===== src/rtl/serial_tx_8bit.sv =====
// Start/8N/stop serial transmitter for one 8-bit word. Bit timing advances only on
// Ce-qualified cycles; accepting a new word does not wait for Ce.
module serial_tx_8bit #(
    parameter int CLKS_PER_BIT = 4
) (
    input  logic       clk,
    input  logic       rst,
    input  logic       Ce,
    input  logic       send,
    input  logic [7:0] Din,
    output logic       Sout,
    output logic       busy,
    output logic       done
);

    typedef enum logic [1:0] {
        IDLE,
        START,
        DATA,
        STOP
    } state_t;

    localparam logic [7:0] CNT_MAX = 8'(CLKS_PER_BIT - 1);

    state_t     state_q, state_d;
    logic [7:0] shreg_q, shreg_d;
    logic [7:0] cnt_q, cnt_d;
    logic [2:0] bitidx_q, bitidx_d;
    logic       sout_q, sout_d;
    logic       busy_q, busy_d;
    logic       done_q, done_d;

    always_ff @(posedge clk) begin
        if (rst) begin
            state_q  <= IDLE;
            shreg_q  <= 8'h00;
            cnt_q    <= 8'h00;
            bitidx_q <= 3'd0;
            sout_q   <= 1'b1;
            busy_q   <= 1'b0;
            done_q   <= 1'b0;
        end else begin
            state_q  <= state_d;
            shreg_q  <= shreg_d;
            cnt_q    <= cnt_d;
            bitidx_q <= bitidx_d;
            sout_q   <= sout_d;
            busy_q   <= busy_d;
            done_q   <= done_d;
        end
    end

    always_comb begin
        state_d  = state_q;
        shreg_d  = shreg_q;
        cnt_d    = cnt_q;
        bitidx_d = bitidx_q;
        sout_d   = sout_q;
        busy_d   = busy_q;
        done_d   = 1'b0;

        if (state_q == IDLE) begin
            sout_d = 1'b1;
            if (send) begin
                shreg_d  = Din;
                cnt_d    = 8'h00;
                bitidx_d = 3'd0;
                busy_d   = 1'b1;
                sout_d   = 1'b0;
                state_d  = START;
            end
        end else if (Ce) begin
            if (cnt_q != CNT_MAX) begin
                cnt_d = cnt_q + 8'd1;
            end else begin
                // Bit boundary: decide what goes on the line for the next bit.
                cnt_d = 8'h00;
                case (state_q)
                    START: begin
                        state_d = DATA;
                        sout_d  = shreg_q[0];
                    end
                    DATA: begin
                        if (bitidx_q != 3'd7) begin
                            shreg_d  = {1'b0, shreg_q[7:1]};
                            sout_d   = shreg_q[1];
                            bitidx_d = bitidx_q + 3'd1;
                        end else begin
                            sout_d  = 1'b1;
                            state_d = STOP;
                        end
                    end
                    STOP: begin
                        state_d = IDLE;
                        busy_d  = 1'b0;
                        done_d  = 1'b1;
                    end
                    default: state_d = IDLE;
                endcase
            end
        end
    end

    assign Sout = sout_q;
    assign busy = busy_q;
    assign done = done_q;

endmodule


===== config.mk =====
export PLATFORM = sky130hd
export DESIGN_NAME = serial_tx_8bit
export DESIGN_NICKNAME = d
export VERILOG_FILES = /design/src/rtl/serial_tx_8bit.sv
export SDC_FILE = /design/constraint.sdc
export NUM_CORES = 1
export LEC_CHECK = 0
export ABC_CLOCK_PERIOD_IN_PS = 2600
export CAP_MARGIN = 10
export CORE_MARGIN = 1
export CORE_UTILIZATION = 29
export CTS_BUF_LIST = sky130_fd_sc_hd__clkbuf_8 sky130_fd_sc_hd__clkbuf_16
export DETAILED_ROUTE_END_ITERATION = 10
export GPL_ROUTABILITY_DRIVEN = 0
export MAX_ROUTING_LAYER = met4
export PLACE_DENSITY_LB_ADDON = 0.15
export SYNTH_ARGS = -nofsm -noshare
export SYNTH_HDL_FRONTEND = slang
export SYNTH_SLANG_ARGS = --single-unit

===== constraint.sdc =====
create_clock -name clk -period 2.6 [get_ports clk]
set_clock_uncertainty 0.05 [all_clocks]
set_input_delay 0.39 -clock clk [delete_from_list [all_inputs] [get_ports clk]]
set_output_delay 0.39 -clock clk [all_outputs]
set_load 0.05 [all_outputs]

==> results of run 1 <==
placed cells by master, fill, tap and decap left out, drive strengths merged, types with 3 or more instances in the layout:
cell type and instances:
buf 4, nand3 4, a21oi 14, clkdlybuf4s50 14, xnor2 6, o21ai 4
mux2i 9, nor3 5, nor2 16, nand2 6, clkbuf 3, dfxtp 24
ha 7, a311oi 7
worst paths after layout:
check / slack (ns) / startpoint / endpoint
setup / recovery: 0.64 / cnt_q[0] / cnt_q[5]
hold / removal: 0.43 / busy / busy
setup reg to reg: 0.64 / cnt_q[0] / cnt_q[5]
hold reg to reg: 0.43 / busy / busy
power by group through the flow:
stage | logic (mW) | registers [mW] | clock network (mW)
after floorplan | 0.372 | 0.512 | 0
after global placement | 0.506 | 0.481 | 0
after detailed placement | 0.517 | 0.483 | 0
after CTS | 0.518 | 0.475 | 0.227
after global routing | 0.574 | 0.482 | 0.245
final | 0.515 | 0.474 | 0.217
critical path: cells and delay by family (launching register included):
| kind | cells | cell delay, ns |
|---|---|---|
| compound gates | 2 | 0.68 |
| fa+ha+maj | 1 | 0.22 |
| flops | 1 | 0.38 |
| simple gates | 2 | 0.48 |
routing by layer:
layer,up-vias,track usage [%]
li1,530,-
met1,480,17.64
met2,19,21.20
met3,2,4.000
met4,0,3.125
met5,-,-
flip-flops by register name (all words and copies together), names as in the netlist:
signal and count:
busy 1, state_q 2, Sout 1, bitidx_q 3
cnt_q 8, shreg_q 8, done 1
metrics by stage:
stage,worst slack [ns],hold slack (ns),power [mW],util (%),cells
finish,0.6365,0.4334,1.206,36.34,199
detailed placement,0.4807,0.4254,0.9999,35.33,196
CTS,0.5939,0.4348,1.220,36.34,199
floorplan,0.8248,0.3990,0.8844,-,138
global route,0.3771,0.4564,1.301,36.34,199
global placement,0.5238,0.4065,0.9869,35.33,196
logic make-up (layout without fill, tap and decap cells):
kind of cell | Yosys count | in the layout | share of synthesized area (%)
compound gates | 34 | 34 | 17.43
xor+xnor | 7 | 7 | 4.852
fa+ha+maj | 7 | 7 | 6.930
buf+inv | 12 | 23 | 4.753
flops | 24 | 24 | 38.02
mux | 10 | 10 | 8.020
simple gates | 44 | 44 | 20.00
layout make-up:
type | instances | area (um2)
clock buffers | 3 | 41.29
fillers | 436 | 2601
inverters | 2 | 7.507
multi-input cells | 102 | 723.2
flip-flops and latches | 24 | 480.5
well taps | 50 | 62.56
repair buffers | 18 | 170.2
==> impl_metrics.json, run 1 <==
{
  "grt_setup_unrepaired": "no",
  "post-route-cell-area_um2": 1485,
  "post_cts_buffers": 0,
  "die_width_um": 68.01,
  "groute.usage.overall_pct": 13.76,
  "synth_seq_cells": 24,
  "yosysMostFrequentCell": "dfxtp_1",
  "dpl-instance-area_um2": 1444,
  "synthArstFlopShare_pct": 0,
  "synth.cells.most_frequent": "dfxtp_1, nor2_1, a21oi_1, mux2i_1",
  "nets": 170,
  "met3RoutedLength_um": 95,
  "via_per_inst": 5.181,
  "synth.distinct_cells": 37,
  "initial_core_util_pct": 30.92,
  "ctsLongestPathBuffers": 2,
  "netlist_top_cells_area": "dfxtp_1, mux2i_1, ha_1, a21oi_1, a311oi_1",
  "route.antenna.remaining_nets": 0,
  "site_rows": 23,
  "synth_sequential_area_ratio_pct": 38.02,
  "dieHeight_um": 68.01,
  "area_delta_synth_final_pct": 17.52,
  "fraction_of_final_layout_cells_sized_beyond_drive_strength_1_pct": 7.383,
  "synth_area_per_cell_um2": 9.157,
  "synthesized_netlist_net_count": 157,
  "count_of_antenna_diodes_in_the_layout": 0,
  "cp_data_arrival_time_ns": 2.04,
  "clockRootBuffer": "clkbuf_8",
  "avgRoutedWirePerCell_um": 13.33,
  "slew_viol_final": 0,
  "drt_first_pass_iters": 4,
  "synth_top_cell_area_share_pct": 38.02,
  "worstHoldPathType": "register to register",
  "cts.clk_slew.worst_paths_ns": 0.08,
  "critPathMaxStageDelay_ns": 0.50,
  "worstMarginPinSlew_ns": 0.5748,
  "globalRoute.totalOverflow": 0,
  "route.detailed.drc": 0,
  "finalWorstPathRequiredPeriod_ns": 1.964,
  "vias": 1031,
  "internal_power_mw": 0.7527,
  "power.share.sequential_pct": 39.3,
  "outcome": "finished, final reports clean",
  "pin_count_of_the_biggest_net_entering_global_routing": 18,
  "drt-initial-drc-count": 57,
  "maximum_operating_frequency_mhz": 509.3,
  "yosys.area.top_type": "dfxtp_1",
  "ys_dominant_reg_cell": "dfxtp_1",
  "path_cells": "ha_1 > nor4b_4 > a21oi_1 > o21bai_1 > nor2_1",
  "pwr-share-clk_pct": 18.0,
  "criticalPathCategory": "register to register",
  "min_path_cells": 2,
  "ys.warnings.count": 0,
  "hpwlAfterDp_um": 1939,
  "met1Wirelength_um": 1317,
  "die_area_um2": 4625,
  "leakagePower_nw": 0.5366,
  "netSwitchingFraction_pct": 37.61,
  "cts.htree.levels": 1,
  "setup_tns_ns": 0,
  "cts_repair_resize_count": 0,
  "port_buffers": 14,
  "cts.hold.buffers_added": 0,
  "clock_sink_count": 24,
  "via_count_of_the_first_global_routing_pass": 972,
  "setup_viol": 0,
  "core_outline_area_um2": 4086,
  "power.ir.vdd_worst_mv": 0.2610,
  "clock_latency_ns": 0.27,
  "powerDensity_nw_per_um2": 812.3,
  "worst_r2r_path_depth": 5,
  "met2RoutedLength_um": 1217,
  "grt_antenna_before_repair": 0,
  "crit_path_required_time_ns": 2.68,
  "count_of_flip_flops_with_a_built_in_enable_after_synthesis": 0,
  "post_synth_inst_count": 138,
  "crit_path_max_fanout": 8,
  "drv.max_cap_violation_count": 0,
  "tritoncts.num_buffers": 3,
  "total_standard_cell_area_after_synthesis_um2": 1264,
  "floorplan.io_pins": 15,
  "timing.final.hold_violations": 0,
  "worst_slew_margin_rel_pct": 61.60,
  "total_switching_power_mw": 0.4537,
  "crit_slowest_cell": "o21bai_1",
  "cts_tree": "yes",
  "worst_setup_path_start_kind": "register",
  "grt_first_pass_wirelength_um": 4595,
  "detail_route.wirelength_um": 2653,
  "cp-end-kind": "register",
  "fin_crit_sh_pct": 75.52,
  "highest-signal-layer": "met4",
  "power.share.combinational_pct": 42.7
}
Power figures use the tool's default switching activity.
==> run 2, diff against run 1 <==
--- a/config.mk
+++ b/config.mk
@@ -5,7 +5,7 @@
 export SDC_FILE = /design/constraint.sdc
 export NUM_CORES = 1
 export LEC_CHECK = 0
-export ABC_CLOCK_PERIOD_IN_PS = 2600
+export ABC_CLOCK_PERIOD_IN_PS = 1800
 export CAP_MARGIN = 10
 export CORE_MARGIN = 1
 export CORE_UTILIZATION = 29
==> constraint.sdc (replaced) <==
create_clock -name clk -period 1.8 [get_ports clk]
set_clock_uncertainty 0.05 [all_clocks]
set_input_delay 0.27 -clock clk [delete_from_list [all_inputs] [get_ports clk]]
set_output_delay 0.27 -clock clk [all_outputs]
set_load 0.05 [all_outputs]
==> run 2 against run 1 <==
- count of clock-buffer cells in the layout unchanged
- power rose by 62%
- worst hold slack got worse by 0.0020 ns
- critical path depth rose by 2
- wire length is 15% higher
- sequential power increased by 46%
- sequential cell count unchanged
- die area unchanged
- setup slack worse by 0.59 ns
- highest routed layer unchanged
==> impl_metrics.json, run 2 (synthesis results as in run 1) <==
{
  "outcome": "finished, final reports clean",
  "slew_viol_final": 0,
  "final_core_util_pct": 42.10,
  "critPathMaxStageDelay_ns": 0.35,
  "core_outline_area_um2": 4086,
  "power.ir.vdd_worst_mv": 0.3395,
  "drt-initial-drc-count": 44,
  "route.antenna.remaining_nets": 0,
  "site_rows": 23,
  "hpwlAfterDp_um": 2117,
  "worstMarginPinSlew_ns": 0.4910,
  "crit_slowest_cell": "dfxtp_2",
  "drv.max_cap_violation_count": 0,
  "powerDensity_nw_per_um2": 1135,
  "clockRootBuffer": "clkbuf_8",
  "holdWs_ns": 0.4314,
  "grt_first_pass_wirelength_um": 4733,
  "most_frequent_cells_in_the_layout": "dfxtp_1, buf_4, nor2_1",
  "globalRoute.totalOverflow": 0,
  "die_width_um": 68.01,
  "layout_top_registers": "cnt_q x8, shreg_q x8, bitidx_q x3",
  "cts.clk_slew.worst_paths_ns": 0.08,
  "cp_data_arrival_time_ns": 1.88,
  "count_of_antenna_diodes_in_the_layout": 0,
  "port_buffers": 14,
  "criticalPathCategory": "register to register",
  "floorplan.io_pins": 15,
  "regArea_um2": 486.7,
  "worst_r2r_path_depth": 7,
  "pre_cts_slack_ns": -0.1711,
  "area_delta_synth_final_pct": 36.14,
  "cp-end-kind": "register",
  "cts_tree": "yes",
  "dieHeight_um": 68.01,
  "multi_input_area_um2": 783.3,
  "fin_crit_sh_pct": 97.35,
  "timing.final.hold_violations": 0,
  "setup_viol": 0,
  "nFillCells": 415,
  "crit_path_required_time_ns": 1.92,
  "worstHoldPathType": "register to register",
  "vias": 1096,
  "worst_setup_path_start_kind": "register",
  "avgRoutedWirePerCell_um": 14.20,
  "groute.usage.overall_pct": 14.06,
  "crit_path_max_fanout": 5,
  "nets": 186,
  "grt_antenna_before_repair": 0,
  "drt_first_pass_iters": 4,
  "maximum_operating_frequency_mhz": 570.7,
  "cts.htree.levels": 1,
  "timing.critical_path.mode_cell": "ha_4",
  "clock_latency_ns": 0.26,
  "via_count_of_the_first_global_routing_pass": 1068,
  "layout.cells.most_common": "dfxtp_1",
  "fraction_of_final_layout_cells_sized_beyond_drive_strength_1_pct": 25.45,
  "pin_count_of_the_biggest_net_entering_global_routing": 19,
  "path_cells": "ha_4 > ha_4 > nor3b_2 > a32o_2 > buf_12 > a21oi_1 > a311oi_1",
  "via_per_inst": 5.098,
  "initial_core_util_pct": 30.92,
  "tritoncts.num_buffers": 3,
  "leakagePower_nw": 0.6371,
  "clock_sink_count": 24,
  "min_path_cells": 2,
  "die_area_um2": 4625,
  "detail_route.wirelength_um": 3054,
  "worst_slew_margin_rel_pct": 67.16,
  "final.setup.worst_slack_ns": 0.04773,
  "finalWorstPathRequiredPeriod_ns": 1.752,
  "route.detailed.drc": 0,
  "ctsLongestPathBuffers": 2
}
## run 2: per-layer routing
| layer | GRT usage, % | routed length [um] | vias to the layer above |
|---|---|---|---|
| li1 | - | - | 560 |
| met1 | 17.67 | 1431 | 520 |
| met3 | 2.667 | 97 | 2 |
| met4 | 5.469 | 22 | 0 |
| met2 | 22.06 | 1502 | 14 |
| met5 | - | 0 | - |
## run 2: power by group
group	internal [mW]	switching [mW]	total (mW)
clock	0.149	0.161	0.311
combinational	0.459	0.488	0.948
sequential	0.630	0.0635	0.694
## run 2: metrics by stage
stage          area (um2)  TNS (ns)  power (mW)  std cells
3_3_place_gp         1551   -0.7330       1.527        209
5_1_grt              1720  -0.07093       2.096        215
2_1_floorplan        1264         0       1.278        138
3_5_place_dp         1551    -1.407       1.551        209
6_report             1720         0       1.952        215
4_1_cts              1607         0       1.884        213
## run 2: worst max-delay path: cells and delay by family, from the launching register on
kind	cells	cell delay, ns
DFF	1	0.35
AOI/OAI and AO/OA	3	0.61
buffers and inverters	1	0.14
and+or+nand+nor	1	0.21
adders and majority gates	2	0.31
## run 2: worst paths after layout
kind	start	endpoint	slack (ns)
min	shreg_q[7]	shreg_q[7]	0.43
max reg2reg	bitidx_q[0]	shreg_q[1]	0.05
max	bitidx_q[0]	shreg_q[1]	0.05
min reg2reg	shreg_q[7]	shreg_q[7]	0.43
## run 2: cell type report
class	count	share of cell area, %
Multi-Input combinational cell	102	45.53
Sequential cell	24	28.29
Timing Repair Buffer	34	19.71
Tap cell	50	3.636
Clock buffer	3	2.400
Inverter	2	0.4364
## run 2: what timing repair did
action,CTS,global route
setup buffers,1,0
resized for setup,2,16
pin swaps,0,10
hold buffers,0,0
gates cloned,0,2
setup endpoints to repair,9,13
